**config.mk**
```make
export PLATFORM = sky130hd
export DESIGN_NAME = ram_sequencer
export DESIGN_NICKNAME = d
export VERILOG_FILES = /design/src/rtl/ram_seq_pkg.sv /design/src/rtl/ram_sp_array.sv /design/src/rtl/ram_sequencer.sv
export SDC_FILE = /design/constraint.sdc
export NUM_CORES = 1
export LEC_CHECK = 0
export CORE_ASPECT_RATIO = 0.75
export CORE_MARGIN = 2
export CORE_UTILIZATION = 50
export CTS_BUF_LIST = sky130_fd_sc_hd__clkbuf_8
export CTS_CLUSTER_SIZE = 14
export DETAILED_ROUTE_END_ITERATION = 10
export PLACE_DENSITY = 0.68
export SLEW_MARGIN = 10
export SYNTH_ARGS = -nofsm -noshare
export SYNTH_HDL_FRONTEND = slang
export SYNTH_HIERARCHICAL = 1
export SYNTH_SLANG_ARGS = --single-unit
```
**constraint.sdc**
```tcl
create_clock -name clock -period 6.6 [get_ports clock]
set_input_delay 0.99 -clock clock [delete_from_list [all_inputs] [get_ports clock]]
set_output_delay 0.99 -clock clock [all_outputs]
set_load 0.1 [all_outputs]
```
**src/rtl/ram_seq_pkg.sv**
```systemverilog
// Shared constants and FSM encoding for the RAM sequencer.
// Imported by ram_sp_array and ram_sequencer.
package ram_seq_pkg;

   localparam int RAM_SEQ_DATA_W = 4;
   localparam int RAM_SEQ_ADDR_W = 5;

   typedef enum logic {
      S_IDLE = 1'b0,
      S_FILL = 1'b1
   } seq_state_e;

endpackage

```
**src/rtl/ram_sp_array.sv**
```systemverilog
// Word array: synchronous write, registered read with resettable output.
// Macro RAM_SEQUENCER_WRITE_THROUGH_EN forwards same-address write data to rdata_o.
module ram_sp_array
   import ram_seq_pkg::*;
#(
   parameter int DATA_W = RAM_SEQ_DATA_W,
   parameter int ADDR_W = RAM_SEQ_ADDR_W
) (
   input  logic              clk_i,
   input  logic              rst_i,
   input  logic              we_i,
   input  logic [ADDR_W-1:0] waddr_i,
   input  logic [DATA_W-1:0] wdata_i,
   input  logic              re_i,
   input  logic [ADDR_W-1:0] raddr_i,
   output logic [DATA_W-1:0] rdata_o
);

   localparam int DEPTH = 2 ** ADDR_W;

   logic [DATA_W-1:0] mem_q [DEPTH];
   logic [DATA_W-1:0] rdata_q;
   logic              bypass;

`ifdef RAM_SEQUENCER_WRITE_THROUGH_EN
   assign bypass = we_i && (waddr_i == raddr_i);
`else
   assign bypass = 1'b0;
`endif

   // Storage write; contents are never cleared so reset leaves them intact
   always_ff @(posedge clk_i) begin
      if (we_i) begin
         mem_q[waddr_i] <= wdata_i;
      end
   end

   // Registered read; without bypass a colliding write returns the old word
   always_ff @(posedge clk_i) begin
      if (rst_i) begin
         rdata_q <= '0;
      end else if (re_i) begin
         rdata_q <= bypass ? wdata_i : mem_q[raddr_i];
      end
   end

   assign rdata_o = rdata_q;

endmodule

```
**src/rtl/ram_sequencer.sv**
```systemverilog
// RAM with user read/write, whole-array fill sequencer and scan read counter.
// Macro RAM_SEQUENCER_WRITE_THROUGH_EN selects write-through read behaviour.
module ram_sequencer
   import ram_seq_pkg::*;
#(
   parameter int DATA_W = RAM_SEQ_DATA_W,
   parameter int ADDR_W = RAM_SEQ_ADDR_W
) (
   input  logic              clock,
   input  logic              reset,
   input  logic [ADDR_W-1:0] address,
   input  logic [DATA_W-1:0] data,
   input  logic              wren,
   input  logic              fill_start,
   input  logic [DATA_W-1:0] fill_value,
   input  logic              scan_en,
   input  logic              tick,
   output logic [DATA_W-1:0] q,
   output logic [ADDR_W-1:0] q_addr,
   output logic              busy,
   output logic              done
);

   localparam logic [ADDR_W-1:0] LAST = '1;

   seq_state_e        state_q, state_d;
   logic [ADDR_W-1:0] fill_cnt_q, fill_cnt_d;
   logic [DATA_W-1:0] fill_val_q, fill_val_d;
   logic [ADDR_W-1:0] scan_q, scan_d;
   logic [ADDR_W-1:0] q_addr_q, q_addr_d;
   logic              done_q, done_d;

   logic              we;
   logic [ADDR_W-1:0] waddr;
   logic [DATA_W-1:0] wdata;
   logic [ADDR_W-1:0] raddr;
   logic              re;

   assign busy  = (state_q == S_FILL);
   assign raddr = scan_en ? scan_q : address;
   assign re    = !busy;

   // Next state, fill progress and write-port steering
   always_comb begin
      state_d    = state_q;
      fill_cnt_d = fill_cnt_q;
      fill_val_d = fill_val_q;
      done_d     = 1'b0;
      we         = 1'b0;
      waddr      = address;
      wdata      = data;
      unique case (state_q)
         S_IDLE: begin
            if (fill_start) begin
               state_d    = S_FILL;
               fill_cnt_d = '0;
               fill_val_d = fill_value;
            end else if (wren) begin
               we = !reset;
            end
         end
         S_FILL: begin
            we         = !reset;
            waddr      = fill_cnt_q;
            wdata      = fill_val_q;
            fill_cnt_d = fill_cnt_q + 1'b1;
            if (fill_cnt_q == LAST) begin
               state_d = S_IDLE;
               done_d  = 1'b1;
            end
         end
         default: state_d = S_IDLE;
      endcase
   end

   // Scan counter advances on tick and wraps naturally at DEPTH
   always_comb begin
      scan_d = scan_q;
      if (scan_en && tick && !busy) begin
         scan_d = scan_q + 1'b1;
      end
   end

   // q_addr tracks the read address only while reads are enabled
   always_comb begin
      q_addr_d = q_addr_q;
      if (re) begin
         q_addr_d = raddr;
      end
   end

   // Sequencer state registers; reset aborts any fill without a done pulse
   always_ff @(posedge clock) begin
      if (reset) begin
         state_q    <= S_IDLE;
         fill_cnt_q <= '0;
         fill_val_q <= '0;
         scan_q     <= '0;
         q_addr_q   <= '0;
         done_q     <= 1'b0;
      end else begin
         state_q    <= state_d;
         fill_cnt_q <= fill_cnt_d;
         fill_val_q <= fill_val_d;
         scan_q     <= scan_d;
         q_addr_q   <= q_addr_d;
         done_q     <= done_d;
      end
   end

   ram_sp_array #(
      .DATA_W (DATA_W),
      .ADDR_W (ADDR_W)
   ) u_array (
      .clk_i   (clock),
      .rst_i   (reset),
      .we_i    (we),
      .waddr_i (waddr),
      .wdata_i (wdata),
      .re_i    (re),
      .raddr_i (raddr),
      .rdata_o (q)
   );

   assign q_addr = q_addr_q;
   assign done   = done_q;

endmodule

```
==> metrics.md <==
| Metric | Value |
|---|---|
| Rel. slew slack | 0.1648 |
| Port bufs | 29 |
| Yosys warns | 6 |
| Post-route cell area | 7176 µm² |
| Global placement routability congestion | 0.7829 |
| Drt pass-1 iters | 6 |
| Nets | 487 |
| Synth unique cells | 36 |
| Pre-CTS setup slack | 2.433 ns |
| Routed vias/inst | 5.702 |
| Core Area | 12,390 µm² |
| Die Y | 101.9 µm |
| Setup TNS | 0 ns |
| RSZ-0062 raised after global routing | no |
| Flops & latches, synth | 153 |
| Tot GR Track Use | 0.2072 |
| Initial core utilization | 0.5160 |
| Area leader, netlist | edfxtp_1 |
| GR Overflow Total | 0 |
| Synth top area share | 0.6011 |
| LEAKAGE | 0.002383 µW |
| Clk slew on worst S/H paths | 0.08 ns |
| Slowest-stage cell, CP | mux2_4 |
| Register area share after synthesis | 0.6793 |
| Worst vdd ir | 0.0001743 V |
| Power density cells | 286.5 nW/µm² |
| Cells after DPL | 611 |
| WP data required | 6.93 ns |
| Final worst setup slack | 2.826 ns |
| Slew @ Worst Pin | 1.248 ns |
| Largest net degree at the start of global routing | 66 |
| H-tree levels | 4 |
| Initial DRC count | 421 |
| EDFF count, synth | 128 |
| Buf/Inv on CP | 1 |
| Crit path kind | primary input to flip-flop |
| Drt wl/cell | 20.41 µm |
| Final Setup Violations | 0 |
| Sink Count | 153 |
| Critical-path maximum fanout | 65 |
| Core Util, Final | 0.5790 |
| Final Cycle Share | 0.5719 |
| Synthesized net count | 459 |
| Outcome | completed |
| FP Rows | 35 |
| DP Area | 6740 µm² |
| Final Max Slew Viols | 0 |
| Worst setup EP type | flip-flop |
| Clk root buf | clkbuf_8 |
| Non-filler cells, final | 644 |
| Top Family by Delay on Critical Path | multiplexers |
| Fillers | 956 |
| FF+latch area | 4344 µm² |
| Initial antenna violation count | 1 |
| Residual DRC | 0 |
| Vias | 3,672 |
| Mean Syn Cell Area | 14.67 µm² |
| CTS resizes | 0 |
| Cts hold-fix bufs | 0 |
| TritonCTS clock tree | done |
| HPWL Detailed | 8476 µm |
| Most used DFF post-synth | edfxtp_1 |
| Final WL | 13,140 µm |
| Chip width | 134.6 µm |
| Area Growth Syn to Fin | 12.21% |
| Mapped Area | 6395 µm² |
| Multi-input gate area | 1868 µm² |
| Async SR Flop Fraction | 0 |
| Total die area | 13,720 µm² |
| Maximum achievable frequency | 265.0 MHz |
| Hold/Removal Path Class | flip-flop to flip-flop |
| Count leader, synth | edfxtp_1 |
| Inserted Clock Buffers | 17 |
| Skew-Pair Late Insertion Delay | 0.44 ns |
| Detail Route Antenna Nets | 0 |
| Hold Fails Final Rpt | 0 |
| Minimum clock period after layout | 3.774 ns |
| Setup Fix Bufs, Post-CTS | 0 |
| Startpoint types | primary input |
| Fraction of layout cells with a size suffix above 1 | 0.1111 |
| First-pass GRT wire length | 20,440 µm |
| Clock Skew | 0.01183 ns |
| MaxCap Viol Count | 0 |
| Synth cell count leaders | edfxtp_1, mux2i_1, nor2_1, a22oi_1, a21oi_1 |
| Ranking of synthesized cells by area | edfxtp_1, mux2i_1, dfxtp_1 |
| Slowest stage delay, CP | 0.98 ns |
| Max Buffers Root-to-Sink | 2 |
| WP data arrival | 4.11 ns |
| Ports | 30 |
| Gate Count Post-Synth | 436 |
| Critical-path cell list | clkdlybuf4s50_1 > mux2_4 > mux2i_1 > a22oi_1 > a21oi_1 > or4_1 > a211oi_1 |
| Vias in the first global route | 3,569 |
-- tightest hold or removal path, stage by stage (launching register included) --
cell and delay [ns]:
dfxtp_1 0.32, nand2_1 0.05, a21oi_1 0.05
-- report_power, final --
group          total, µW  internal (µW)  switching (µW)  leakage, µW
clock                761            413             348     0.000208
sequential          1080           1070            7.54      0.00136
combinational        219           71.8             147     0.000812
-- area by class of cell --
| type | count | area share |
|---|---|---|
| timing repair buffer | 32 | 0.04359 |
| sequential | 153 | 0.6054 |
| clock inverter | 15 | 0.02772 |
| antenna | 1 | 0.0003487 |
| inverter | 2 | 0.001046 |
| tap | 166 | 0.02895 |
| clock buffer | 17 | 0.03261 |
| multi-input combinational | 258 | 0.2603 |
-- sequential cells by signal, indices dropped and copies added, names as in the netlist --
signal and count:
busy 1, done 1, fill_cnt_q 5, fill_val_q 4, q_addr 5, scan_q 5
u_array/mem_q 128, u_array/rdata_o 4
-- through the flow --
stage,total power (µW),hold WS [ns]
floorplan,1259,0.4544
global placement,1312,0.4453
detailed placement,1315,0.4483
CTS,2066,0.4607
global route,2116,0.4842
finish,2056,0.4617
-- per-layer routing --
metal  GRT usage  share of wire  up-vias
met2      0.2983           0.43      122
met3     0.04117          0.064       18
met1      0.3117           0.49     1815
li1            -              -     1717
met4     0.08421          0.014        0
met5           0              0        -
-- cell families after synthesis --
logic type      count (synthesis)  synth area share
compound gates                 67           0.06652
xor+xnor                        3          0.004110
fa+ha+maj                       4          0.007827
buf+inv                        25           0.02915
flops                         153            0.6793
mux                            84            0.1342
simple gates                  100           0.07885
-- path summary, 6_finish.rpt --
kind / startpoint / end / slack [ns] / cells past startpoint
worst max-delay path: scan_en / u_array/rdata_o[3] / 2.83 / 7
worst min-delay path: q_addr[0] / q_addr[0] / 0.46 / 2
worst max register to register: busy / u_array/mem_q[4][2] / 3.49 / 5
worst min register to register: q_addr[0] / q_addr[0] / 0.46 / 2
-- cells in the final DEF (no fill, tap or decap), drive strengths merged, types with 2 or more instances in the layout --
master	instances
edfxtp	128
mux2i	70
nor2	51
a22oi	32
a21oi	29
clkdlybuf4s50	29
dfxtp	25
clkbuf	17
mux2	14
nand2	12
nand3b	7
clkinv	6
nor3b	4
nand3	4
ha	4
bufinv	4
or4	4
a211oi	4
inv	4
nand2b	3
nor2b	3
or3	3
xor2	3
clkinvlp	3
buf	3
or3b	3
o21ai	2
or2	2
Note: power is estimated with default switching activity, not from simulation.
